<file path="config.mk">
export PLATFORM = sky130hd
export DESIGN_NAME = key_ctrl
export DESIGN_NICKNAME = d
export VERILOG_FILES = /design/src/rtl/key_pkg.sv /design/src/rtl/key_debounce.sv /design/src/rtl/key_ctrl.sv
export SDC_FILE = /design/constraint.sdc
export NUM_CORES = 1
export LEC_CHECK = 0
export BUFFER_PORTS_ARGS = -buffer_cell sky130_fd_sc_hd__buf_2
export CORE_MARGIN = 4
export CORE_UTILIZATION = 44
export CTS_BUF_LIST = sky130_fd_sc_hd__clkbuf_2 sky130_fd_sc_hd__clkbuf_4 sky130_fd_sc_hd__clkbuf_8
export CTS_CLUSTER_SIZE = 25
export DETAILED_ROUTE_END_ITERATION = 7
export PLACE_DENSITY_LB_ADDON = 0.2
export REMOVE_ABC_BUFFERS = 1
export SYNTH_ARGS = -nofsm -noshare
export SYNTH_HDL_FRONTEND = slang
export SYNTH_SLANG_ARGS = --single-unit
</file>
<file path="constraint.sdc">
create_clock -name clk -period 2.5 [get_ports clk]
set_clock_uncertainty 0.15 [all_clocks]
set_input_delay 0.375 -clock clk [delete_from_list [all_inputs] [get_ports clk]]
set_output_delay 0.375 -clock clk [all_outputs]
set_load 0.02 [all_outputs]
</file>
<file path="src/rtl/key_pkg.sv">
// key_pkg: shared definitions for the push-button front end.
//   key_state_e : per-key debounce FSM state encoding
//   SW_RST      : speed select value after reset
//   DIR_RST     : direction value after reset (1 = rotate left)
package key_pkg;

   typedef enum logic [1:0] {
      IDLE         = 2'd0,
      PRESS_WAIT   = 2'd1,
      PRESSED      = 2'd2,
      RELEASE_WAIT = 2'd3
   } key_state_e;

   localparam logic [1:0] SW_RST  = 2'b01;
   localparam logic       DIR_RST = 1'b1;

endpackage

</file>
<file path="src/rtl/key_debounce.sv">
// key_debounce: one push button's synchroniser, debounce FSM and hold timer.
//   clk        : system clock
//   rst_n      : asynchronous active-low reset
//   key_n      : raw active-low button, asynchronous and bouncing
//   press      : one-cycle pulse when a press has been stable DEBOUNCE_CNT clocks
//   long_press : one-cycle pulse when the accepted press has been held LONG_CNT clocks
module key_debounce
   import key_pkg::*;
#(
   parameter int unsigned DEBOUNCE_CNT = 1_000_000,
   parameter int unsigned LONG_CNT     = 50_000_000,
   parameter int unsigned CNT_W        = 32
) (
   input  logic clk,
   input  logic rst_n,
   input  logic key_n,
   output logic press,
   output logic long_press
);

   localparam logic [CNT_W-1:0] DEB_LAST  = CNT_W'(DEBOUNCE_CNT - 1);
   localparam logic [CNT_W-1:0] LONG_LAST = CNT_W'(LONG_CNT - 1);
   localparam logic [CNT_W-1:0] LONG_MAX  = CNT_W'(LONG_CNT);

   logic [1:0]       sync_q, sync_d;
   key_state_e       state_q, state_d;
   logic [CNT_W-1:0] cnt_q, cnt_d;
   logic [CNT_W-1:0] hold_q, hold_d;
   logic             press_q, press_d;
   logic             long_q, long_d;
   logic             k;

   // Synchroniser resets to "released" so a held key is re-debounced after reset.
   assign sync_d = {sync_q[0], key_n};
   assign k      = ~sync_q[1];

   always_ff @(posedge clk or negedge rst_n) begin
      if (!rst_n) begin
         sync_q  <= '1;
         state_q <= IDLE;
         cnt_q   <= '0;
         hold_q  <= '0;
         press_q <= 1'b0;
         long_q  <= 1'b0;
      end else begin
         sync_q  <= sync_d;
         state_q <= state_d;
         cnt_q   <= cnt_d;
         hold_q  <= hold_d;
         press_q <= press_d;
         long_q  <= long_d;
      end
   end

   always_comb begin
      state_d = state_q;
      cnt_d   = cnt_q;
      hold_d  = hold_q;
      press_d = 1'b0;
      long_d  = 1'b0;
      case (state_q)
         IDLE: begin
            hold_d = '0;
            if (k) begin
               state_d = PRESS_WAIT;
               cnt_d   = '0;
            end
         end
         PRESS_WAIT: begin
            if (!k) begin
               state_d = IDLE;
            end else if (cnt_q == DEB_LAST) begin
               state_d = PRESSED;
               cnt_d   = '0;
               press_d = 1'b1;
            end else begin
               cnt_d = cnt_q + 1'b1;
            end
         end
         PRESSED: begin
            if (!k) begin
               state_d = RELEASE_WAIT;
               cnt_d   = '0;
            end else if (hold_q != LONG_MAX) begin
               // Saturating hold: the long pulse fires only on the step into LONG_CNT-1.
               hold_d = hold_q + 1'b1;
               long_d = (hold_d == LONG_LAST);
            end
         end
         RELEASE_WAIT: begin
            // Hold counter is kept here so a release bounce cannot re-arm the long pulse.
            if (k) begin
               state_d = PRESSED;
            end else if (cnt_q == DEB_LAST) begin
               state_d = IDLE;
               cnt_d   = '0;
               hold_d  = '0;
            end else begin
               cnt_d = cnt_q + 1'b1;
            end
         end
         default: state_d = IDLE;
      endcase
   end

   assign press      = press_q;
   assign long_press = long_q;

endmodule

</file>
<file path="src/rtl/key_ctrl.sv">
// key_ctrl: two-key front end for the LED rotator.
//   clk       : system clock
//   rst_n     : asynchronous active-low reset
//   key_n     : raw active-low buttons
//   sw        : speed select; key 0 press steps it, key 0 long press forces 2'b00
//   dir       : rotate direction (1 = left); key 1 press toggles it
//   key_press : one-cycle accepted-press pulse per key
//   key_long  : one-cycle long-press pulse per key
module key_ctrl
   import key_pkg::*;
#(
   parameter int unsigned DEBOUNCE_CNT = 1_000_000,
   parameter int unsigned LONG_CNT     = 50_000_000,
   parameter int unsigned CNT_W        = 32
) (
   input  logic       clk,
   input  logic       rst_n,
   input  logic [1:0] key_n,
   output logic [1:0] sw,
   output logic       dir,
   output logic [1:0] key_press,
   output logic [1:0] key_long
);

   logic [1:0] sw_q, sw_d;
   logic       dir_q, dir_d;

   key_debounce #(
      .DEBOUNCE_CNT (DEBOUNCE_CNT),
      .LONG_CNT     (LONG_CNT),
      .CNT_W        (CNT_W)
   ) u_key0 (
      .clk        (clk),
      .rst_n      (rst_n),
      .key_n      (key_n[0]),
      .press      (key_press[0]),
      .long_press (key_long[0])
   );

   key_debounce #(
      .DEBOUNCE_CNT (DEBOUNCE_CNT),
      .LONG_CNT     (LONG_CNT),
      .CNT_W        (CNT_W)
   ) u_key1 (
      .clk        (clk),
      .rst_n      (rst_n),
      .key_n      (key_n[1]),
      .press      (key_press[1]),
      .long_press (key_long[1])
   );

   always_comb begin
      sw_d  = sw_q;
      dir_d = dir_q;
      if (key_long[0]) begin
         sw_d = 2'b00;
      end else if (key_press[0]) begin
         sw_d = sw_q + 2'b01;
      end
      if (key_press[1]) begin
         dir_d = ~dir_q;
      end
   end

   always_ff @(posedge clk or negedge rst_n) begin
      if (!rst_n) begin
         sw_q  <= SW_RST;
         dir_q <= DIR_RST;
      end else begin
         sw_q  <= sw_d;
         dir_q <= dir_d;
      end
   end

   assign sw  = sw_q;
   assign dir = dir_q;

endmodule

</file>
==> run_summary.xml, run 1 <==
<?xml version="1.0" encoding="UTF-8"?>
<metrics>
  <group name="status">
    <metric name="violated_checks" unit="">negative setup slack</metric>
    <metric name="status" unit="">finished with violations</metric>
  </group>
  <group name="detailed_routing">
    <metric name="routed_wirelength" unit="um">21800</metric>
    <metric name="postRouteAntennaNets" unit="">0</metric>
    <metric name="dr_total_vias" unit="">7807</metric>
    <metric name="initialDrtViolationCount" unit="">504</metric>
    <metric name="avgViaCountPerCell" unit="">5.62</metric>
    <metric name="number_of_iterations_in_the_first_detailed_routing_pass" unit="">5</metric>
    <metric name="drt_drc_violations_left" unit="">0</metric>
    <metric name="detail_route.wl_per_cell" unit="um">15.7</metric>
  </group>
  <group name="setup_path">
    <metric name="path_cells" unit="">or4b_1, or4_1, or4_4, nor2b_4, and2_0, o21ai_1, o31ai_1</metric>
    <metric name="cp_max_fo" unit="">9</metric>
    <metric name="worstPathBufferInverterCount" unit="">0</metric>
    <metric name="required_arrival_time_at_the_worst_endpoint" unit="ps">2680</metric>
    <metric name="critPathSlowestCell" unit="">or4_4</metric>
    <metric name="worst_setup_path_end_kind" unit="">flip-flop</metric>
    <metric name="path_delay_family" unit="">simple AND/OR/NAND/NOR gates</metric>
    <metric name="critPathArrivalTime" unit="ps">2870</metric>
    <metric name="crit_path_max_incr_delay" unit="ps">550</metric>
    <metric name="setup.worst_path.class" unit="">flip-flop to flip-flop</metric>
    <metric name="critical_path.startpoint_type" unit="">flip-flop</metric>
  </group>
  <group name="pwr">
    <metric name="power.leakage" unit="nW">4.87</metric>
    <metric name="power_density" unit="nW/um^2">419</metric>
    <metric name="share_seq_of_total_power" unit="">0.506</metric>
    <metric name="total_power" unit="W">0.00462</metric>
    <metric name="switching_power" unit="W">0.00111</metric>
    <metric name="pwr-share-comb" unit="">0.049</metric>
    <metric name="p_clk_frac" unit="">0.444</metric>
    <metric name="vdd_drop_max" unit="mV">0.335</metric>
    <metric name="power_report.internal_total" unit="W">0.00351</metric>
    <metric name="power.switching_fraction" unit="">0.240</metric>
  </group>
  <group name="floorplanning">
    <metric name="initial_utilization" unit="">0.448</metric>
    <metric name="fp.dieArea" unit="um^2">21300</metric>
    <metric name="die_x" unit="um">146</metric>
    <metric name="die_h" unit="um">146</metric>
    <metric name="core_area" unit="um^2">18700</metric>
    <metric name="rows" unit="">50</metric>
    <metric name="io_pins" unit="">11</metric>
  </group>
  <group name="clock_network">
    <metric name="clock_tree.htree_level_count" unit="">4</metric>
    <metric name="clock_insertion_delay_worst_skew" unit="ps">450</metric>
    <metric name="cts-buffers-inserted" unit="">17</metric>
    <metric name="clk_path_buf_depth" unit="">2</metric>
    <metric name="clock_tree.root_cell" unit="">clkbuf_8</metric>
    <metric name="clock-sinks" unit="">143</metric>
    <metric name="cts_tree" unit="">built</metric>
    <metric name="cts.clk_slew.worst_paths" unit="ps">80</metric>
  </group>
  <group name="hold_path">
    <metric name="min_path_type" unit="">flip-flop to flip-flop</metric>
  </group>
  <group name="yosys">
    <metric name="ys.flop_type" unit="">dfrtp_1</metric>
    <metric name="synth-async-reset-ratio" unit="">1.00</metric>
    <metric name="yosys_warnings" unit="">0</metric>
    <metric name="post_synth_num_cell_types" unit="">68</metric>
    <metric name="cell_types_occupying_the_most_area_after_synthesis" unit="">dfrtp_1 (41%), nor2_1 (5.4%), o21ai_0 (5.3%)</metric>
    <metric name="yosys_register_bits" unit="">143</metric>
    <metric name="synth_top_cell_by_area" unit="">dfrtp_1</metric>
    <metric name="synthesis.area_per_instance" unit="um^2">8.57</metric>
    <metric name="synth_enable_flop_cells" unit="">0</metric>
    <metric name="synth-seq-area-share" unit="">0.428</metric>
    <metric name="synthesis.area" unit="um^2">8370</metric>
    <metric name="synth_top_area_frac" unit="">0.409</metric>
    <metric name="postSynthCellCount" unit="">977</metric>
  </group>
  <group name="placed_design">
    <metric name="io_buffer_count" unit="">10</metric>
    <metric name="gp_congestion" unit="">0.896</metric>
    <metric name="post_detail_place_hpwl" unit="um">14900</metric>
    <metric name="placed_area" unit="um^2">9850</metric>
  </group>
  <group name="timing">
    <metric name="post-route-period-util" unit="">1.08</metric>
    <metric name="max_slew.worst_pin.slew" unit="ps">536</metric>
    <metric name="drv_slew" unit="">0</metric>
    <metric name="setup-violations-final" unit="">60</metric>
    <metric name="timing.max_slew.rel_slack" unit="">0.640</metric>
    <metric name="grt_setup_unrepaired" unit="">true</metric>
    <metric name="worst_slack" unit="ps">-195</metric>
    <metric name="finalHoldViolations" unit="">0</metric>
    <metric name="fmax" unit="GHz">0.371</metric>
    <metric name="finalSetupTns" unit="ps">-5700</metric>
    <metric name="layout_min_cycle_time" unit="ps">2700</metric>
  </group>
  <group name="global_route">
    <metric name="global_route.overflow_total" unit="">0</metric>
    <metric name="global_route_wire_length_before_repair" unit="um">36200</metric>
    <metric name="grt_max_degree" unit="">71</metric>
    <metric name="grt_antenna_before_repair" unit="">0</metric>
    <metric name="global_route.usage.total" unit="">0.204</metric>
    <metric name="via_count_of_the_first_global_routing_pass" unit="">7385</metric>
  </group>
  <group name="finish">
    <metric name="num_antenna_cells" unit="">0</metric>
    <metric name="number_of_fill_cells_in_the_layout" unit="">1565</metric>
    <metric name="flow.area_growth_from_synthesis" unit="%">31.7</metric>
    <metric name="post_route_cells_drive_above_1_share" unit="">0.307</metric>
    <metric name="fin_nets" unit="">1153</metric>
    <metric name="post_route_design_area" unit="um^2">11000</metric>
  </group>
  <group name="run">
    <metric name="max_cap_violations" unit="">0</metric>
  </group>
</metrics>
[state kept, by name, summed over array words and instances, names as in the netlist, named ones only]
register           count
dir                    1
sw                     2
u_key0.cnt_q          32
u_key0.hold_q         32
u_key0.long_press      1
u_key0.press           1
u_key0.state_q         1
u_key0.sync_q          2
u_key1.cnt_q          32
u_key1.hold_q         32
u_key1.long_press      1
u_key1.press           1
u_key1.state_q         1
u_key1.sync_q          2
[final timing paths]
kind                                                  to  slack [ps]                          start  depth (start not counted)
max                        u_key1.hold_q[16]$_DFFE_PN0P_        -200  u_key1.hold_q[18]$_DFFE_PN0P_                          7
min                           u_key0.sync_q[1]$_DFF_PN1_         200     u_key0.sync_q[0]$_DFF_PN1_                          0
max reg2reg                u_key1.hold_q[16]$_DFFE_PN0P_        -200  u_key1.hold_q[18]$_DFFE_PN0P_                          7
min reg2reg                   u_key0.sync_q[1]$_DFF_PN1_         200     u_key0.sync_q[0]$_DFF_PN1_                          0
max in group asynchronous     u_key1.sync_q[1]$_DFF_PN1_        1100                          rst_n                          3
min in group asynchronous    u_key0.cnt_q[7]$_DFFE_PN0P_         270                          rst_n                          2
[Yosys cell counts, types with 26 or more instances]
| cell | n |
|---|---|
| nand4_1 | 34 |
| nand2_1 | 102 |
| nor2_1 | 121 |
| dfrtp_1 | 137 |
| o21ai_0 | 89 |
| and3_1 | 30 |
| clkbuf_1 | 39 |
| a21oi_1 | 34 |
| nand3_1 | 45 |
| xnor2_1 | 26 |
| xor2_1 | 43 |
| nor4_1 | 29 |
[through the flow]
stage / utilization / instances / worst slack (ps) / hold WS (ps)
2_1_floorplan: - / 912 / -600 / -70.6
3_3_place_gp: 0.527 / 1335 / -278 / 182
3_5_place_dp: 0.527 / 1335 / -288 / 174
4_1_cts: 0.571 / 1381 / -191 / 203
5_1_grt: 0.590 / 1388 / -272 / 203
6_report: 0.590 / 1388 / -195 / 205
[cell usage in the layout, fill, tap and decap left out, drive strengths merged, types with 9 or more instances in the layout]
cell and count:
a21oi 34, a31oi 22, and2 13, and3 30, buf 205, clkbuf 19, dfrtp 137, inv 16
nand2 103, nand3 47, nand4 34, nor2 121, nor2b 9, nor3 23, nor4 31, o21ai 96
o31ai 21, xnor2 26, xor2 43
[power by group through the flow]
stage	Sequential, W	Clock [W]	Combinational (W)
global route	0.00234	0.00221	0.000255
floorplan	0.00239	0	0.0000620
global placement	0.00239	0	0.000191
CTS	0.00234	0.00211	0.000218
finish	0.00234	0.00205	0.000228
detailed placement	0.00239	0	0.000192
[what timing repair did]
action / in CTS / in global routing
endpoints found under the setup margin: 67 / 94
setup buffers: 8 / 6
hold buffers: 3 / 0
hold endpoints to repair: 43 / 0
gates resized for setup: 91 / 79
gates cloned: 3 / 1
pin swaps: 34 / 23
[layer usage]
layer | track usage | part of all wire
met1 | 0.280 | 0.48
met2 | 0.329 | 0.47
met3 | 0.0405 | 0.038
met4 | 0.0551 | 0.015
met5 | 0 | 0
[cell families after synthesis]
kind of cell	synth area share
adder cells (fa/ha/maj)	0.0120
flip-flops	0.428
AND/OR/NAND/NOR	0.286
XOR/XNOR	0.0722
multiplexers	0.00867
buffers and inverters	0.0433
AO/OA/AOI/OAI	0.149
[layout make-up]
cell class                      instances  area [um^2]  area share
Multi-Input combinational cell        757         4910       0.446
Sequential cell                       143         3590       0.326
Inverter                               13         48.8     0.00442
Clock buffer                           18          241      0.0219
Tap cell                              234          293      0.0265
Clock inverter                         14          186      0.0169
Timing Repair Buffer                  209         1750       0.159
(Power assumes the default switching activity.)
==> run 2, diff against run 1 <==
- REMOVE_ABC_BUFFERS: 1 -> unset
==> run 2 against run 1 <==
The run still ends with negative setup slack left. Cell count shrank 1.2%. Register-to-register slack gained 60 ps. Flip-flop and latch count is the same. Fmax grew 2.3%. Largest power group unchanged. Highest routed layer unchanged.
==> run_summary.xml, run 2 (synthesized netlist as in run 1, its figures left out) <==
<?xml version="1.0" encoding="UTF-8"?>
<metrics>
  <group name="status">
    <metric name="status" unit="">finished with violations</metric>
    <metric name="violated_checks" unit="">negative setup slack</metric>
  </group>
  <group name="hold_path">
    <metric name="worst_hold_path.endpoint" unit="">u_key0.sync_q[1]$_DFF_PN1_</metric>
    <metric name="worst_hold_path.num_cells" unit="">0</metric>
    <metric name="min_path_type" unit="">flip-flop to flip-flop</metric>
    <metric name="hold_path_startpoint" unit="">u_key0.sync_q[0]$_DFF_PN1_</metric>
  </group>
  <group name="clock_network">
    <metric name="cts-buffers-inserted" unit="">17</metric>
    <metric name="cts_tree" unit="">built</metric>
    <metric name="clock_insertion_delay_worst_skew" unit="ps">460</metric>
    <metric name="cts.clk_slew.worst_paths" unit="ps">90</metric>
    <metric name="clock_tree.root_cell" unit="">clkbuf_8</metric>
    <metric name="clk_path_buf_depth" unit="">2</metric>
    <metric name="clock-sinks" unit="">143</metric>
    <metric name="clock_tree.htree_level_count" unit="">4</metric>
  </group>
  <group name="setup_path">
    <metric name="regToRegSetupSlack" unit="ps">-130</metric>
    <metric name="cp_max_fo" unit="">7</metric>
    <metric name="worst_setup_path_end_kind" unit="">flip-flop</metric>
    <metric name="required_arrival_time_at_the_worst_endpoint" unit="ps">2700</metric>
    <metric name="critPathSlowestCell" unit="">or4b_1</metric>
    <metric name="critical_path.reg2reg.endpoint" unit="">u_key1.hold_q[26]$_DFFE_PN0P_</metric>
    <metric name="critPathArrivalTime" unit="ps">2830</metric>
    <metric name="setup.worst_path.class" unit="">flip-flop to flip-flop</metric>
    <metric name="path_cells" unit="">or4b_1, or4_1, or4_4, buf_4, nor2b_4, buf_6, a21oi_2, nor2_1</metric>
    <metric name="crit_path_max_incr_delay" unit="ps">510</metric>
    <metric name="worstPathBufferInverterCount" unit="">2</metric>
    <metric name="critical_path.startpoint_type" unit="">flip-flop</metric>
    <metric name="path_delay_family" unit="">simple AND/OR/NAND/NOR gates</metric>
    <metric name="rr_startpoint" unit="">u_key1.hold_q[18]$_DFFE_PN0P_</metric>
    <metric name="ff2ff_path_depth" unit="">8</metric>
  </group>
  <group name="finish">
    <metric name="post_route_cells_drive_above_1_share" unit="">0.293</metric>
    <metric name="layout_commonest_cell" unit="">buf_4</metric>
    <metric name="num_antenna_cells" unit="">0</metric>
    <metric name="most-common-layout-cells" unit="">buf_4 (161), dfrtp_1 (136), nor2_1 (118)</metric>
    <metric name="fin_nets" unit="">1137</metric>
    <metric name="flow.area_growth_from_synthesis" unit="%">29.9</metric>
  </group>
  <group name="global_route">
    <metric name="via_count_of_the_first_global_routing_pass" unit="">7404</metric>
    <metric name="global_route_wire_length_before_repair" unit="um">36500</metric>
    <metric name="grt_antenna_before_repair" unit="">0</metric>
    <metric name="global_route.usage.total" unit="">0.205</metric>
    <metric name="grt_max_degree" unit="">50</metric>
    <metric name="global_route.overflow_total" unit="">0</metric>
  </group>
  <group name="timing">
    <metric name="grt_setup_unrepaired" unit="">true</metric>
    <metric name="setup-violations-final" unit="">44</metric>
    <metric name="drv_slew" unit="">0</metric>
    <metric name="max_slew.worst_pin.slew" unit="ps">646</metric>
    <metric name="post-route-period-util" unit="">1.05</metric>
    <metric name="worst_slack" unit="ps">-134</metric>
    <metric name="finalHoldViolations" unit="">0</metric>
    <metric name="fmax" unit="GHz">0.380</metric>
    <metric name="timing.max_slew.rel_slack" unit="">0.568</metric>
    <metric name="layout_min_cycle_time" unit="ps">2630</metric>
  </group>
  <group name="detailed_routing">
    <metric name="initialDrtViolationCount" unit="">497</metric>
    <metric name="drt_drc_violations_left" unit="">0</metric>
    <metric name="detail_route.wl_per_cell" unit="um">16.2</metric>
    <metric name="dr_total_vias" unit="">7819</metric>
    <metric name="routed_wirelength" unit="um">22200</metric>
    <metric name="number_of_iterations_in_the_first_detailed_routing_pass" unit="">7</metric>
    <metric name="postRouteAntennaNets" unit="">0</metric>
    <metric name="avgViaCountPerCell" unit="">5.70</metric>
  </group>
  <group name="pwr">
    <metric name="power_report.internal_total" unit="W">0.00334</metric>
    <metric name="pwr-share-comb" unit="">0.050</metric>
    <metric name="total_power" unit="W">0.00446</metric>
    <metric name="power_density" unit="nW/um^2">410</metric>
    <metric name="switching_power" unit="W">0.00113</metric>
    <metric name="power.switching_fraction" unit="">0.252</metric>
    <metric name="power.leakage" unit="nW">4.84</metric>
    <metric name="share_seq_of_total_power" unit="">0.525</metric>
    <metric name="p_clk_frac" unit="">0.426</metric>
    <metric name="vdd_drop_max" unit="mV">0.323</metric>
  </group>
  <group name="placed_design">
    <metric name="post-place-ws" unit="ps">-194</metric>
    <metric name="io_buffer_count" unit="">10</metric>
    <metric name="gp_congestion" unit="">0.874</metric>
    <metric name="post_detail_place_hpwl" unit="um">14900</metric>
  </group>
  <group name="floorplanning">
    <metric name="die_x" unit="um">146</metric>
    <metric name="core_area" unit="um^2">18700</metric>
    <metric name="rows" unit="">50</metric>
    <metric name="io_pins" unit="">11</metric>
    <metric name="initial_utilization" unit="">0.448</metric>
    <metric name="fp.dieArea" unit="um^2">21300</metric>
    <metric name="die_h" unit="um">146</metric>
  </group>
  <group name="run">
    <metric name="max_cap_violations" unit="">0</metric>
  </group>
  <group name="yosys">
    <metric name="net_count_synth" unit="">989</metric>
  </group>
</metrics>
## run 2: cell types whose count changed in the layout (fill, tap and decap cells not counted), moves of 3 or more
cell      previous run  this run
dfrtp_2              4         1
clkinv_4             0         3
buf_4              177       161
dfrtp_1            133       136
a21oi_1             22        18
o21ai_0             39        47
a21oi_2             12        16
nor4b_2              3         0
o21ai_1             29        23
clkinv_2             5         2
## run 2: worst register-to-register path, stage by stage (launching register included)
cell and delay (ps):
dfrtp_1 380, or4b_1 510, or4_1 400, or4_4 480, buf_4 160, nor2b_4 160
buf_6 140, a21oi_2 100, nor2_1 40
## run 2: through the flow
stage	util	area, um^2	cells	setup TNS [ps]	hold WS (ps)
finish	0.582	10900	1372	-2700	210
global route	0.582	10900	1372	-7630	219
CTS	0.558	10400	1363	-2190	211
detailed placement	0.530	9910	1324	-5950	198
global placement	0.530	9910	1324	-2040	196
floorplan	-	8500	977	-2690	-70.6
## run 2: power groups by stage
stage,sequential [W],clock (W),combinational (W)
after floorplan,0.00239,0,0.0000783
after global placement,0.00239,0,0.000196
after detailed placement,0.00239,0,0.000197
after CTS,0.00234,0.00194,0.000205
after global routing,0.00235,0.00205,0.000250
final,0.00234,0.00190,0.000222
## run 2: per-layer routing
metal  vias to the layer above  wire [um]  track usage
li1                       3825          -            -
met1                      3800      10800        0.295
met2                       168      10300        0.321
met3                        26        778       0.0383
met4                         0        291       0.0508
met5                         -          0            0
## run 2: layout make-up
cell class / count / area [um^2]
fill: 1653 / 7830
multi-input combinational: 757 / 4920
sequential: 143 / 3590
timing repair buffer: 193 / 1640
tap: 234 / 293
clock buffer: 20 / 256
clock inverter: 12 / 136
inverter: 13 / 48.8
## run 2: how the worst max path moves through the flow
stage,startpoint,end,slack (ps),cells past startpoint
2_1_floorplan,u_key1.hold_q[10]$_DFFE_PN0P_,u_key1.hold_q[16]$_DFFE_PN0P_,-130,9
3_5_place_dp,u_key0.cnt_q[20]$_DFFE_PN0P_,u_key0.hold_q[25]$_DFFE_PN0P_,-190,8
6_report,u_key1.hold_q[18]$_DFFE_PN0P_,u_key1.hold_q[26]$_DFFE_PN0P_,-130,8
4_1_cts,u_key1.hold_q[18]$_DFFE_PN0P_,u_key1.hold_q[29]$_DFFE_PN0P_,-120,8
3_3_place_gp,u_key1.hold_q[0]$_DFFE_PN0P_,u_key1.hold_q[11]$_DFFE_PN0P_,-120,7
5_1_grt,u_key1.hold_q[18]$_DFFE_PN0P_,u_key1.hold_q[29]$_DFFE_PN0P_,-240,8
## run 2: repair_timing
action	4_1_cts	5_1_grt
resized for setup	38	85
endpoints found under the hold margin	46	0
setup buffers	3	5
cloned	1	4
hold buffers	3	0
pin swaps	7	38
endpoints found under the setup margin	65	69
